[src/rtl/sim_meas_pkg.sv]
// Shared types for the measurement-done generators: FSM state encoding and result codes.
package sim_meas_pkg;

    localparam int unsigned CNT_W_MAX = 32;

    // settle_cyc value reported on timeout or abort
    localparam logic [CNT_W_MAX-1:0] SETTLE_FAIL_CODE = '1;

    typedef enum logic [1:0] {
        IDLE  = 2'd0,
        BLANK = 2'd1,
        TRACK = 2'd2,
        DONE  = 2'd3
    } meas_state_e;

endpackage

[src/rtl/sat_counter.sv]
// Up-counter with synchronous clear and enable that sticks at all-ones instead of wrapping.
module sat_counter
    import sim_meas_pkg::*;
#(
    parameter int unsigned CNT_W = 16
) (
    input  logic             clk,
    input  logic             rstn,
    input  logic             clr_i,
    input  logic             en_i,
    output logic [CNT_W-1:0] cnt_o,
    output logic [CNT_W-1:0] nxt_c
);

    logic [CNT_W-1:0] cnt_q;
    logic [CNT_W-1:0] cnt_d;

    always_comb begin
        cnt_d = cnt_q;
        if (clr_i) begin
            cnt_d = '0;
        end else if (en_i && (cnt_q != '1)) begin
            cnt_d = cnt_q + CNT_W'(1);
        end
    end

    always_ff @(posedge clk or negedge rstn) begin
        if (!rstn) begin
            cnt_q <= '0;
        end else begin
            cnt_q <= cnt_d;
        end
    end

    assign cnt_o = cnt_q;
    assign nxt_c = cnt_d;

endmodule

[src/rtl/sim_done_gen.sv]
// Sticky per-measurement done flag: passes after SETTLE_CNT consecutive in_tol cycles,
// fails on timeout or abort, and reports the cycle at which the qualifying run began.
module sim_done_gen
    import sim_meas_pkg::*;
#(
    parameter int unsigned CNT_W      = 16,
    parameter int unsigned BLANK_CYC  = 8,
    parameter int unsigned SETTLE_CNT = 16,
    parameter int unsigned TIMEOUT    = 4096
) (
    input  logic             clk,
    input  logic             rstn,
    input  logic             start,
    input  logic             abort,
    input  logic             in_tol,
    output logic             busy,
    output logic             done,
    output logic             pass,
    output logic             fail,
    output logic [CNT_W-1:0] settle_cyc
);

    localparam int unsigned CNT_MAX      = (32'd1 << CNT_W) - 32'd1;
    localparam int unsigned TIMEOUT_SAT  = ((TIMEOUT - 1) > CNT_MAX) ? CNT_MAX : (TIMEOUT - 1);
    localparam logic [CNT_W-1:0] BLANK_LAST   = CNT_W'((BLANK_CYC > 1) ? (BLANK_CYC - 1) : 0);
    localparam logic [CNT_W-1:0] SETTLE_LAST  = CNT_W'(SETTLE_CNT);
    localparam logic [CNT_W-1:0] TIMEOUT_LAST = CNT_W'(TIMEOUT_SAT);
    localparam logic [CNT_W-1:0] FAIL_CODE    = CNT_W'(SETTLE_FAIL_CODE);
    // With one or zero blanking cycles the first tracked sample is the one after start
    localparam meas_state_e START_STATE = (BLANK_CYC <= 1) ? TRACK : BLANK;

    meas_state_e      state_q, state_d;
    logic             busy_q, busy_d;
    logic             done_q, done_d;
    logic             pass_q, pass_d;
    logic             fail_q, fail_d;
    logic [CNT_W-1:0] settle_q, settle_d;
    logic [CNT_W-1:0] cand_q, cand_d;
    logic [CNT_W-1:0] cand_now;

    logic             elapsed_clr, elapsed_en;
    logic             run_clr, run_en;
    logic [CNT_W-1:0] elapsed_nxt;
    logic [CNT_W-1:0] elapsed_cnt_unused;
    logic [CNT_W-1:0] run_q, run_nxt;

    sat_counter #(.CNT_W(CNT_W)) u_elapsed (
        .clk   (clk),
        .rstn  (rstn),
        .clr_i (elapsed_clr),
        .en_i  (elapsed_en),
        .cnt_o (elapsed_cnt_unused),
        .nxt_c (elapsed_nxt)
    );

    sat_counter #(.CNT_W(CNT_W)) u_run (
        .clk   (clk),
        .rstn  (rstn),
        .clr_i (run_clr),
        .en_i  (run_en),
        .cnt_o (run_q),
        .nxt_c (run_nxt)
    );

    // Next-state and registered-output logic; elapsed_nxt is the cycle index since start
    always_comb begin
        state_d  = state_q;
        done_d   = done_q;
        pass_d   = pass_q;
        fail_d   = fail_q;
        settle_d = settle_q;
        cand_d   = cand_q;
        busy_d   = busy_q;

        elapsed_clr = start;
        elapsed_en  = (state_q == BLANK) || (state_q == TRACK);
        run_clr     = start || ((state_q == TRACK) && !in_tol);
        run_en      = (state_q == TRACK) && in_tol;
        cand_now    = (run_en && (run_q == '0)) ? elapsed_nxt : cand_q;

        if (start) begin
            state_d  = START_STATE;
            pass_d   = 1'b0;
            fail_d   = 1'b0;
            settle_d = '0;
            cand_d   = '0;
        end else begin
            unique case (state_q)
                BLANK: begin
                    if (abort) begin
                        state_d  = DONE;
                        fail_d   = 1'b1;
                        settle_d = FAIL_CODE;
                    end else if (elapsed_nxt >= BLANK_LAST) begin
                        state_d = TRACK;
                    end
                end
                TRACK: begin
                    cand_d = cand_now;
                    if (abort) begin
                        state_d  = DONE;
                        fail_d   = 1'b1;
                        settle_d = FAIL_CODE;
                    end else if (run_en && (run_nxt >= SETTLE_LAST)) begin
                        state_d  = DONE;
                        pass_d   = 1'b1;
                        settle_d = cand_now;
                    end else if (elapsed_nxt >= TIMEOUT_LAST) begin
                        state_d  = DONE;
                        fail_d   = 1'b1;
                        settle_d = FAIL_CODE;
                    end
                end
                default: ;
            endcase
        end

        busy_d = (state_d == BLANK) || (state_d == TRACK);
        done_d = (state_d == DONE);
    end

    always_ff @(posedge clk or negedge rstn) begin
        if (!rstn) begin
            state_q  <= IDLE;
            busy_q   <= 1'b0;
            done_q   <= 1'b0;
            pass_q   <= 1'b0;
            fail_q   <= 1'b0;
            settle_q <= '0;
            cand_q   <= '0;
        end else begin
            state_q  <= state_d;
            busy_q   <= busy_d;
            done_q   <= done_d;
            pass_q   <= pass_d;
            fail_q   <= fail_d;
            settle_q <= settle_d;
            cand_q   <= cand_d;
        end
    end

    assign busy       = busy_q;
    assign done       = done_q;
    assign pass       = pass_q;
    assign fail       = fail_q;
    assign settle_cyc = settle_q;

endmodule
[config.mk]
export PLATFORM = sky130hd
export DESIGN_NAME = sim_done_gen
export DESIGN_NICKNAME = d
export VERILOG_FILES = /design/src/rtl/sim_meas_pkg.sv /design/src/rtl/sat_counter.sv /design/src/rtl/sim_done_gen.sv
export SDC_FILE = /design/constraint.sdc
export NUM_CORES = 1
export LEC_CHECK = 0
export ABC_AREA = 1
export CORE_ASPECT_RATIO = 0.5
export CORE_MARGIN = 2
export CORE_UTILIZATION = 30
export CTS_CLUSTER_DIAMETER = 80
export DETAILED_ROUTE_END_ITERATION = 8
export HOLD_SLACK_MARGIN = 0.1
export PLACE_DENSITY = 0.5
export SLEW_MARGIN = 0
export SYNTH_ARGS = -nofsm -noshare
export SYNTH_HDL_FRONTEND = slang
export SYNTH_SLANG_ARGS = --single-unit
[constraint.sdc]
create_clock -name clk -period 2.7 [get_ports clk]
set_input_delay 0.54 -clock clk [delete_from_list [all_inputs] [get_ports clk]]
set_output_delay 0.54 -clock clk [all_outputs]
set_load 0.02 [all_outputs]
; After elaboration in Yosys (flattened, before gate mapping)
; Index checks and enable logic that the tools add are counted.
[op_classes]
add_sub_neg = 2
magnitude_cmp = 3
eq_ne = 12
mux = 30
reduce_logical = 17
[ops]
columns = operator, count
row1 = $mux W16, 12
row2 = $add A16 B1 Y16 const B, 2
row3 = $ne A16 B16 Y1 const B, 2
row4 = $pmux W16 S2, 1
row5 = $ge A16 B12 Y1 const B, 1
row6 = $ge A16 B3 Y1 const B, 1
row7 = $ge A16 B5 Y1 const B, 1
row8 = $logic_not A16 Y1, 1
row9 = $mux W2, 6
row10 = $mux W1, 9
row11 = $eq A2 B2 Y1 const B, 3
row12 = $logic_and A1 B1 Y1, 6
row13 = $reduce_and A3 Y1, 2
row14 = $ne A5 B3 Y1 const B, 1
row15 = $eq A2 B1 Y1 const B, 2
row16 = $ne A4 B3 Y1 const B, 1
row17 = $ne A4 B4 Y1 const B, 1
row18 = $pmux W2 S2, 1
row19 = $reduce_and A4 Y1, 1
row20 = $reduce_bool A2 Y1, 2
row21 = $logic_or A1 B1 Y1, 3
row22 = $ne A3 B3 Y1 const B, 1
row23 = $reduce_bool A3 Y1, 1
row24 = $ne A2 B2 Y1 const B, 1
row25 = other kinds (2), 2
[word_totals]
reg_bits = 70
in_bits = 5
out_inout_bits = 20
elab_cells = 73

; Depth between registers and ports, before layout
; Gate-level depths: netlist of the first run.
[logic_depth]
depth_word = 13
depth_mapped = 19
ltp_nobuf = 18

; Cells and area by module
; A second synthesis of the first run with hierarchy kept.
[unflattened]
hier_cells = 609
hier_area_um2 = 4446.8
[by_module_without_submodules]
columns = mod, n_inst, cells_each, area_per_inst_um2, seq_area_each_um2
row1 = sim_done_gen, 1, 301, 2252.2, 950.9
row2 = sat_counter, 2, 154, 1097.3, 400.4

; Worst setup path after synthesis of the first run
; OpenSTA, ideal clock, no wires.
[synth_path]
path_kind = flip-flop to flip-flop
startpoint = reg state_q[0]
endpoint = reg busy_q, in the netlist busy
setup_time_ns = 0.126
arrival_time_ns = 2.464
required_time_ns = 2.574
setup_slack_ns = 0.110
path_stages_with_launch = 18
n_path_buf = 1
period_less_slack_ns = 2.590
cell_sequence = dfrtp_1 -> inv_1 -> ha_1 -> nand2_2 -> inv_2 -> nand2_1 -> nor3_2 -> nand4_1 -> nand3_1 -> nand2_1 -> nor2_1 -> nand3_4 -> buf_4 -> nand2_1 -> nand3_1 -> nand2_1 -> nand2_1 -> ha_1
[synth_via]
elab_chain_cells = 13
elab_cells_between_ends = 26
cone_classes = 3 x order compare / 4 x eq/ne / 11 x mux / 8 x reduce/logical
[synth_rtl]
columns = element, line
row1 = "start, declared", sim_done_gen.sv:32  ; meas_state_e state_q, state_d;
row2 = "start signal, assigned", sim_done_gen.sv:132  ; state_q <= state_d;
row3 = $eq A2 B1 Y1 or $eq A2 B2 Y1 (tied branches), --
row4 = $logic_or A1 B1 Y1 or $logic_and A1 B1 Y1 (tied branches), "sim_done_gen.sv:76, sim_done_gen.sv:78"
row5 = $logic_and A1 B1 Y1, sat_counter.sv:22  ; end else if (en_i && (cnt_q != '1)) begin
row6 = $mux W16, sat_counter.sv:22
row7 = $mux W16, sat_counter.sv:20  ; if (clr_i) begin
row8 = $ge A16 B12 Y1 or $ge A16 B5 Y1 (tied branches), "sim_done_gen.sv:108, sim_done_gen.sv:104"
row9 = $mux W2 or $logic_and A1 B1 Y1 (tied branches), "sim_done_gen.sv:108, sim_done_gen.sv:104"
row10 = $mux W2, sim_done_gen.sv:104  ; end else if (run_en && (run_nxt >= SETTLE_LAST)) begin
row11 = $mux W2, sim_done_gen.sv:100  ; if (abort) begin
row12 = $pmux W2 S2 *, sim_done_gen.sv:88  ; unique case (state_q)
row13 = $mux W2 *, sim_done_gen.sv:81  ; if (start) begin
row14 = named net state_d[0], sim_done_gen.sv:32
row15 = $eq A2 B1 Y1 or $eq A2 B2 Y1 (tied branches), sim_done_gen.sv:118  ; busy_d = (state_d == BLANK) || (state_d == TRACK);
row16 = $logic_or A1 B1 Y1 *, sim_done_gen.sv:118
row17 = named net busy_d, sim_done_gen.sv:33  ; logic busy_q, busy_d;
row18 = "end signal, assigned", sim_done_gen.sv:133  ; busy_q <= busy_d;
row19 = "end, declared", sim_done_gen.sv:33
; The timed path passes the listed nets; every way through them passes the cells marked *.
; A chain may end at the register's enable or synchronous reset.

; Final worst setup path of the first run
[layout_path]
startpoint = reg u_run.cnt_q[1], in the netlist u_run.cnt_o[1]
endpoint = reg busy_q, in the netlist busy
[layout_via]
elab_chain_cells = 12
elab_cells_between_ends = 14
cone_classes = 1 x add/sub / 1 x order compare / 3 x eq/ne / 6 x mux / 3 x reduce/logical
[layout_rtl]
columns = element, line
row1 = "start, declared", sat_counter.sv:15  ; logic [CNT_W-1:0] cnt_q;
row2 = "start signal, assigned", sat_counter.sv:31  ; cnt_q <= cnt_d;
row3 = branches (longest 2 deep; another with $add A16 B1 Y16), --
row4 = $mux W16 *, sat_counter.sv:22
row5 = $mux W16 *, sat_counter.sv:20
row6 = $ge A16 B5 Y1 *, sim_done_gen.sv:104
row7 = $logic_and A1 B1 Y1 *, sim_done_gen.sv:104
row8 = $mux W2 *, sim_done_gen.sv:104
row9 = $mux W2 *, sim_done_gen.sv:100
row10 = $pmux W2 S2 *, sim_done_gen.sv:88
row11 = $mux W2 *, sim_done_gen.sv:81
row12 = named net state_d[0], sim_done_gen.sv:32
row13 = $eq A2 B1 Y1 or $eq A2 B2 Y1 (tied branches), sim_done_gen.sv:118
row14 = $logic_or A1 B1 Y1 *, sim_done_gen.sv:118
row15 = named net busy_d, sim_done_gen.sv:33
; Mark *: on every way through the listed nets, which the timed path passes.

==> results.tsv, run 1 <==
metric	value	unit
cp_slowest_cell	dfrtp_1	
use_met1	21.0	%
synth_fa_ha_area_share	1.94	%
gp_congestion	0.854	
antenna_found_initial	0	
outcome	completed	
path_clk_slew	0.06	ns
grt_pass1_wl	19800	um
postRouteAntennaNets	0	
grt_overflow	0	
cts.sinks	70	
vias_per_cell	4.43	
synthTopCellsByArea	dfrtp_1 (39%), nand2_1 (18%), inv_1 (8.6%)	
cp-end-kind	flop	
vias	4203	
gr-max-usage-layer	met2	
use_met2	25.0	%
reg2reg_slack	0.22	ns
cts_made_buffers	9	
synth_area	0.00452	sq mm
dieArea	0.0161	sq mm
start_kind	flop	
ys_ff_latch	70	
max_stage_delay	0.38	ns
muxShareOfSynthArea	0	%
tightest_slew	0.927	ns
hold_viol_final	0	
hp-class	input pin to async pin	
nets	758	
power.leakage	2.97	nW
peakVddDrop	0.364	mV
tritoncts	built	
wl	11600	um
io_pins	25	
layout_common_cells	nand2_1 (212), inv_1 (103), nand3_1 (74)	
synth_cell_types	32	
met3_usage	3.24	%
die_w	178	um
crit_top_cell	nand2_1	
grt_max_degree	71	
power.density	783	mW/mm^2
avgSynthCellArea	6.79	sq um
required	2.93	ns
yosys.area.top_type	dfrtp_1	
drive_above_1_share	18.0	%
pre_cts_slack	-0.101	ns
r2r_start	u_run.cnt_o[1]	
dp_cells	918	
ys_seq_area_share	38.8	%
dp.final_hpwl	8680	um
drv_slew	0	
path_max_fanout	7	
tns	0	ns
slew_headroom	38.2	%
rows	31	
grt_usage	15.4	%
synth_top_area_share	38.8	%
first_pass_iters	5	
clk-insertion-delay-late	0.35	ns
syn-num-nets	677	
synth_compound_area_share	4.46	%
die_h	90.8	um
ctsHoldBuffers	0	
synth_top_family_by_area	simple AND/OR/NAND/NOR gates	
cts_htree_levels	3	
critPathArrivalTime	2.71	ns
core	0.0146	sq mm
cap_violations	0	
yosys.area_share.simple	40.7	%
startpoint	u_run.cnt_o[1]	
worst_slack	0.219	ns
grt_pass1_vias	4012	
setup_viol	0	
start_util	31.0	%
drc_errors	0	
finalCritPeriodShare	91.9	%
final_cells	949	
finalCriticalPeriod	2.48	ns
synth_xor_area_share	2.52	%
worstSetupPathType	flop to flop	
layout_commonest_cell	nand2_1	
routedWlPerCell	12.2	um
syn_to_final_growth	28.3	%
io_buffers	24	
max_freq	0.403	GHz
cts-root-buf	clkbuf_16	
drtIter0Drc	277	
cts.path.max_buffers	2	
crit_chain	ha_2 -> inv_1 -> nor2_2 -> nand2_2 -> nor2_4 -> a21oi_4 -> buf_4 -> nand2_1 -> o21ai_1 -> nand2_1 -> nand2_1 -> nor2_2 -> nand3_4 -> nand2_1 -> nand3_1 -> nand2_1 -> nand2_1 -> ha_1	
diodes	0	
synth_warnings	0	
synthCells	665	
skew	0.00643	ns
## sequential cells by signal (all words and copies together) (netlist names)
name / flops
cand_q: 16
settle_cyc: 16
u_elapsed.cnt_o: 16
u_run.cnt_o: 16
state_q: 2
busy: 1
done: 1
fail: 1
pass: 1
## cells in the mapped netlist (all sizes together)
cell type,n
a21oi,8
buf,13
clkbuf,6
clkinv,2
dfrtp,70
ha,7
inv,106
nand2,226
nand3,79
nand4,15
nor2,81
nor3,7
o21a,2
o21ai,27
or2,3
xnor2,3
xor2,10
## through the flow
step / utilization (%) / power [W] / area, sq um / hold WS [ns]
floorplan: - / 0.00248 / 4520 / 0.244
CTS: 38.3 / 0.00444 / 5590 / 0.374
detailed placement: 36.2 / 0.00318 / 5280 / 0.479
global placement: 36.2 / 0.00318 / 5280 / 0.473
finish: 39.7 / 0.00453 / 5790 / 0.335
global route: 39.7 / 0.00487 / 5790 / 0.420
## layer usage
| layer | vias to the layer above | wire length (um) | part of all wire (%) |
|---|---|---|---|
| met2 | 39 | 5340 | 46 |
| met1 | 1937 | 5790 | 50 |
| met5 | - | 0 | 0 |
| met3 | 15 | 271 | 2.3 |
| met4 | 0 | 161 | 1.4 |
| li1 | 2212 | - | - |
## cell families (layout without fill, tap and decap cells)
logic type,after synthesis,count (layout)
simple gates,411,411
buf+inv,127,213
flops,70,70
compound gates,37,37
xor+xnor,13,13
fa+ha+maj,7,7
## power breakdown
part / internal [W] / total, W / switching (W)
clock network: 0.000727 / 0.00124 / 0.000512
registers: 0.00126 / 0.00141 / 0.000152
logic: 0.000836 / 0.00189 / 0.00105
## critical path: cells and delay by family, from the launching register on
family / cells / cell delay [ns]
flip-flops: 1 / 0.38
buffers and inverters: 2 / 0.23
AO/OA/AOI/OAI: 2 / 0.18
adder cells (fa/ha/maj): 2 / 0.48
AND/OR/NAND/NOR: 12 / 1.10
## cell type report
cell class	count	area [sq um]
Clock inverter	7	80.1
Clock buffer	9	225
Tap cell	198	248
Inverter	108	405
Multi-Input combinational cell	468	2320
Fill cell	1562	8790
Timing Repair Buffer	89	758
Sequential cell	70	1750
## what timing repair did
item | in CTS | in global routing
resized for setup | 0 | 23
setup endpoints to repair | 0 | 18
setup buffers | 0 | 15
## worst paths after layout
| check | endpoint | cells past startpoint |
|---|---|---|
| min in group clk | fail | 2 |
| setup / recovery | busy | 18 |
| setup reg to reg | busy | 18 |
| hold reg to reg | fail | 2 |
| hold / removal | u_run.cnt_o[1] | 1 |
| max in group asynchronous | u_elapsed.cnt_o[9] | 1 |
(Power assumes the default switching activity.)
==> run 2: changes to the inputs <==
--- a/config.mk
+++ b/config.mk
@@ -5,14 +5,14 @@
 export SDC_FILE = /design/constraint.sdc
 export NUM_CORES = 1
 export LEC_CHECK = 0
-export ABC_AREA = 1
 export CORE_ASPECT_RATIO = 0.5
 export CORE_MARGIN = 2
 export CORE_UTILIZATION = 30
 export CTS_CLUSTER_DIAMETER = 80
 export DETAILED_ROUTE_END_ITERATION = 8
-export HOLD_SLACK_MARGIN = 0.1
-export PLACE_DENSITY = 0.5
+export GPL_ROUTABILITY_DRIVEN = 1
+export HOLD_SLACK_MARGIN = 0.15
+export PLACE_DENSITY = 0.51
 export SLEW_MARGIN = 0
 export SYNTH_ARGS = -nofsm -noshare
 export SYNTH_HDL_FRONTEND = slang
==> results.tsv, run 2 <==
metric	value	unit	change
outcome	finished, violations left		
violations	negative setup slack		
p_int	0.00232	W	-18%
async_flop_share	100	%	unchanged
crit_chain	inv_2 -> ha_4 -> or3_4 -> nor4_4 -> mux2_4 -> nor4_4 -> nand4b_1 -> o41ai_2 -> a221oi_2 -> ha_1		
die_h	84.6	um	-6.8%
cts-root-buf	clkbuf_16		
pre_cts_slack	-0.570	ns	-0.469 ns
cts.path.max_buffers	2		unchanged
synthTopCellsByArea	dfrtp_1 (45%), mux2i_1 (5.1%), nor2_1 (4.9%)		
multi_input_area	0.00218	sq mm	-5.9%
cp-end-kind	flop		
reg2reg_slack	-0.31	ns	-0.53 ns
hold_ws	0.185	ns	-0.150 ns
core	0.0127	sq mm	-13%
reg2reg_depth	10		-8
synth_edf_count	0		unchanged
layout_commonest_cell	buf_4		
routedWlPerCell	14.5	um	+19%
nets	534		-30%
io_buffers	24		unchanged
grt_overflow	0		unchanged
skew	0.00649	ns	+0.0000616 ns
grt_usage	15.5	%	+0.11 points
crit_top_cell	nor4_4		
avgSynthCellArea	10.0	sq um	+47%
synth_warnings	0		unchanged
cts_made_buffers	9		unchanged
path_clk_slew	0.05	ns	about the same
max_stage_delay	0.40	ns	+0.02 ns
peakVddDrop	0.349	mV	-4.2%
rsz0062_at_grt	yes		
drive_above_1_share	35.1	%	+17 points
ys_ff_latch	70		unchanged
register_area	0.00175	sq mm	-0.14%
worstSetupPathType	flop to flop		
placedInstanceArea	0.00517	sq mm	-2.1%
max_freq	0.333	GHz	-17%
diodes	0		unchanged
drtIter0Drc	145		-48%
tightest_slew	0.524	ns	-0.402 ns
tritoncts	built		
dieArea	0.0140	sq mm	-13%
power.leakage	2.47	nW	-17%
postRouteAntennaNets	0		unchanged
finalCritPeriodShare	111	%	+19 points
synth_top_flop_cell	dfrtp_1		
synth_top_area_share	44.9	%	+6.1 points
r2r_start	state_q[0]		
worst_slack	-0.307	ns	-0.526 ns
pwr-share-clk	39.2	%	+12 points
grt_pass1_vias	3455		-14%
path_max_fanout	4		-3
vias	3379		-20%
power.density	567	mW/mm^2	-28%
p_seq_share	36.6	%	+5.6 points
synthCells	390		-41%
reg2reg_to	busy		
drv_slew	0		unchanged
synth_cell_types	62		+94%
first_pass_iters	4		-1
fin_util	45.3	%	+5.6 points
synth_most_common_cell	dfrtp_1		
vias_per_cell	4.85		+9.5%
hold_viol_final	0		unchanged
die_w	165	um	-6.9%
finalCriticalPeriod	3.01	ns	+0.526 ns
ys_top_cells_by_count	dfrtp_1 (70), nor2_1 (51), inv_1 (27)		
required	2.91	ns	-0.02 ns
critPathArrivalTime	3.22	ns	+0.51 ns
design_area	0.00574	sq mm	-0.93%
drc_errors	0		unchanged
antenna_found_initial	0		unchanged
gp_congestion	0.866		+1.4%
nFillCells	1201		-23%
cts_htree_levels	3		unchanged
setup_viol	21		+21
switching_share	28.5	%	-9.3 points
clk-insertion-delay-late	0.33	ns	-0.02 ns
grt_max_degree	39		-45%
layout_common_cells	buf_4 (106), dfrtp_1 (70), nor2_1 (51)		
slew_headroom	65.0	%	+27 points
yosys.area.top_type	dfrtp_1		
tns	-5.31	ns	-5.31 ns
syn-num-nets	402		-41%
netSwitchingPower	0.000927	W	-46%
cts.sinks	70		unchanged
syn_to_final_growth	47.2	%	
start_kind	flop		
ys_seq_area_share	44.9	%	+6.1 points
start_util	30.8	%	-0.18 points
cap_violations	0		unchanged
io_pins	25		unchanged
grt_pass1_wl	17000	um	-14%
dp.final_hpwl	7400	um	-15%
synth_area	0.00390	sq mm	-14%
hp-class	input pin to async pin		
rows	29		-6.5%
wl	10100	um	-12%
cp_slowest_cell	or3_4		
combPwrFrac	24.2	%	-17 points
==> run 2: cell types whose count changed after synthesis, sizes merged, moves of 5 or more <==
cell    change
nand2     -202
nand3      -63
a31oi       +6
nor3       +11
or4         +5
inv        -78
o31ai       +8
and3        +5
mux2i      +20
a221oi     +17
xnor2       +5
nor4       +11
o21ai      -18
nor2       -30
==> run 2: timing repair <==
item / 4_1_cts / 5_1_grt
resized for setup: 13 / 17
gates cloned: 0 / 1
pin swaps: 7 / 9
hold buffers: 0 / 0
endpoints found under the setup margin: 21 / 22
buffers inserted: 0 / 4
==> run 2: critical path, delay by kind of cell (launching register included) <==
| kind | cells | cell delay (ns) |
|---|---|---|
| AOI/OAI and AO/OA | 2 | 0.49 |
| adders and majority gates | 2 | 0.51 |
| buffers and inverters | 1 | 0.09 |
| DFF | 1 | 0.38 |
| muxes | 1 | 0.35 |
| and+or+nand+nor | 4 | 1.08 |
==> run 2: kinds of logic after synthesis <==
logic type / synth area share (%)
xor+xnor: 3.59
flops: 44.9
mux: 6.29
compound gates: 13.5
fa+ha+maj: 2.25
buf+inv: 5.10
simple gates: 24.3
==> run 2: routing by layer <==
| layer | global-route usage, % | vias to the layer above | part of all wire [%] | wire length, um |
|---|---|---|---|---|
| met5 | 0 | - | 0 | 0 |
| met4 | 4.03 | 0 | 0.79 | 80 |
| met3 | 3.71 | 8 | 2.6 | 266 |
| met2 | 24.8 | 44 | 49 | 4940 |
| met1 | 21.3 | 1640 | 48 | 4830 |
| li1 | - | 1687 | - | - |
==> run 2: power by group through the flow <==
stage          Clock, W  Combinational [W]  Sequential, W
3_5_place_dp          0           0.000710        0.00121
3_3_place_gp          0           0.000708        0.00121
4_1_cts         0.00131           0.000730        0.00119
6_report        0.00127           0.000788        0.00119
2_1_floorplan         0           0.000309        0.00129
5_1_grt         0.00136           0.000859        0.00120
==> run 2: layout make-up <==
class                   count  share of cell area (%)
multi-input cells         275                    38.1
inverters                  28                    1.83
clock inverters             6                    1.64
clock buffers              10                    3.99
flip-flops and latches     70                    30.5
well taps                 170                    3.71
repair buffers            138                    20.3
==> run 2: metrics by stage <==
step                std cells  total power (W)
global placement          676          0.00191
global route              697          0.00342
detailed placement        676          0.00192
finish                    697          0.00325
floorplan                 390          0.00160
CTS                       692          0.00323
==> run 2: how the worst max path moves through the flow <==
| stage | startpoint | endpoint | depth (start not counted) |
|---|---|---|---|
| 2_1_floorplan | state_q[0] | busy | 10 |
| 3_3_place_gp | in_tol | busy | 10 |
| 3_5_place_dp | in_tol | busy | 10 |
| 4_1_cts | state_q[1] | busy | 9 |
| 5_1_grt | state_q[0] | settle_cyc[0] | 15 |
| 6_report | state_q[0] | busy | 10 |
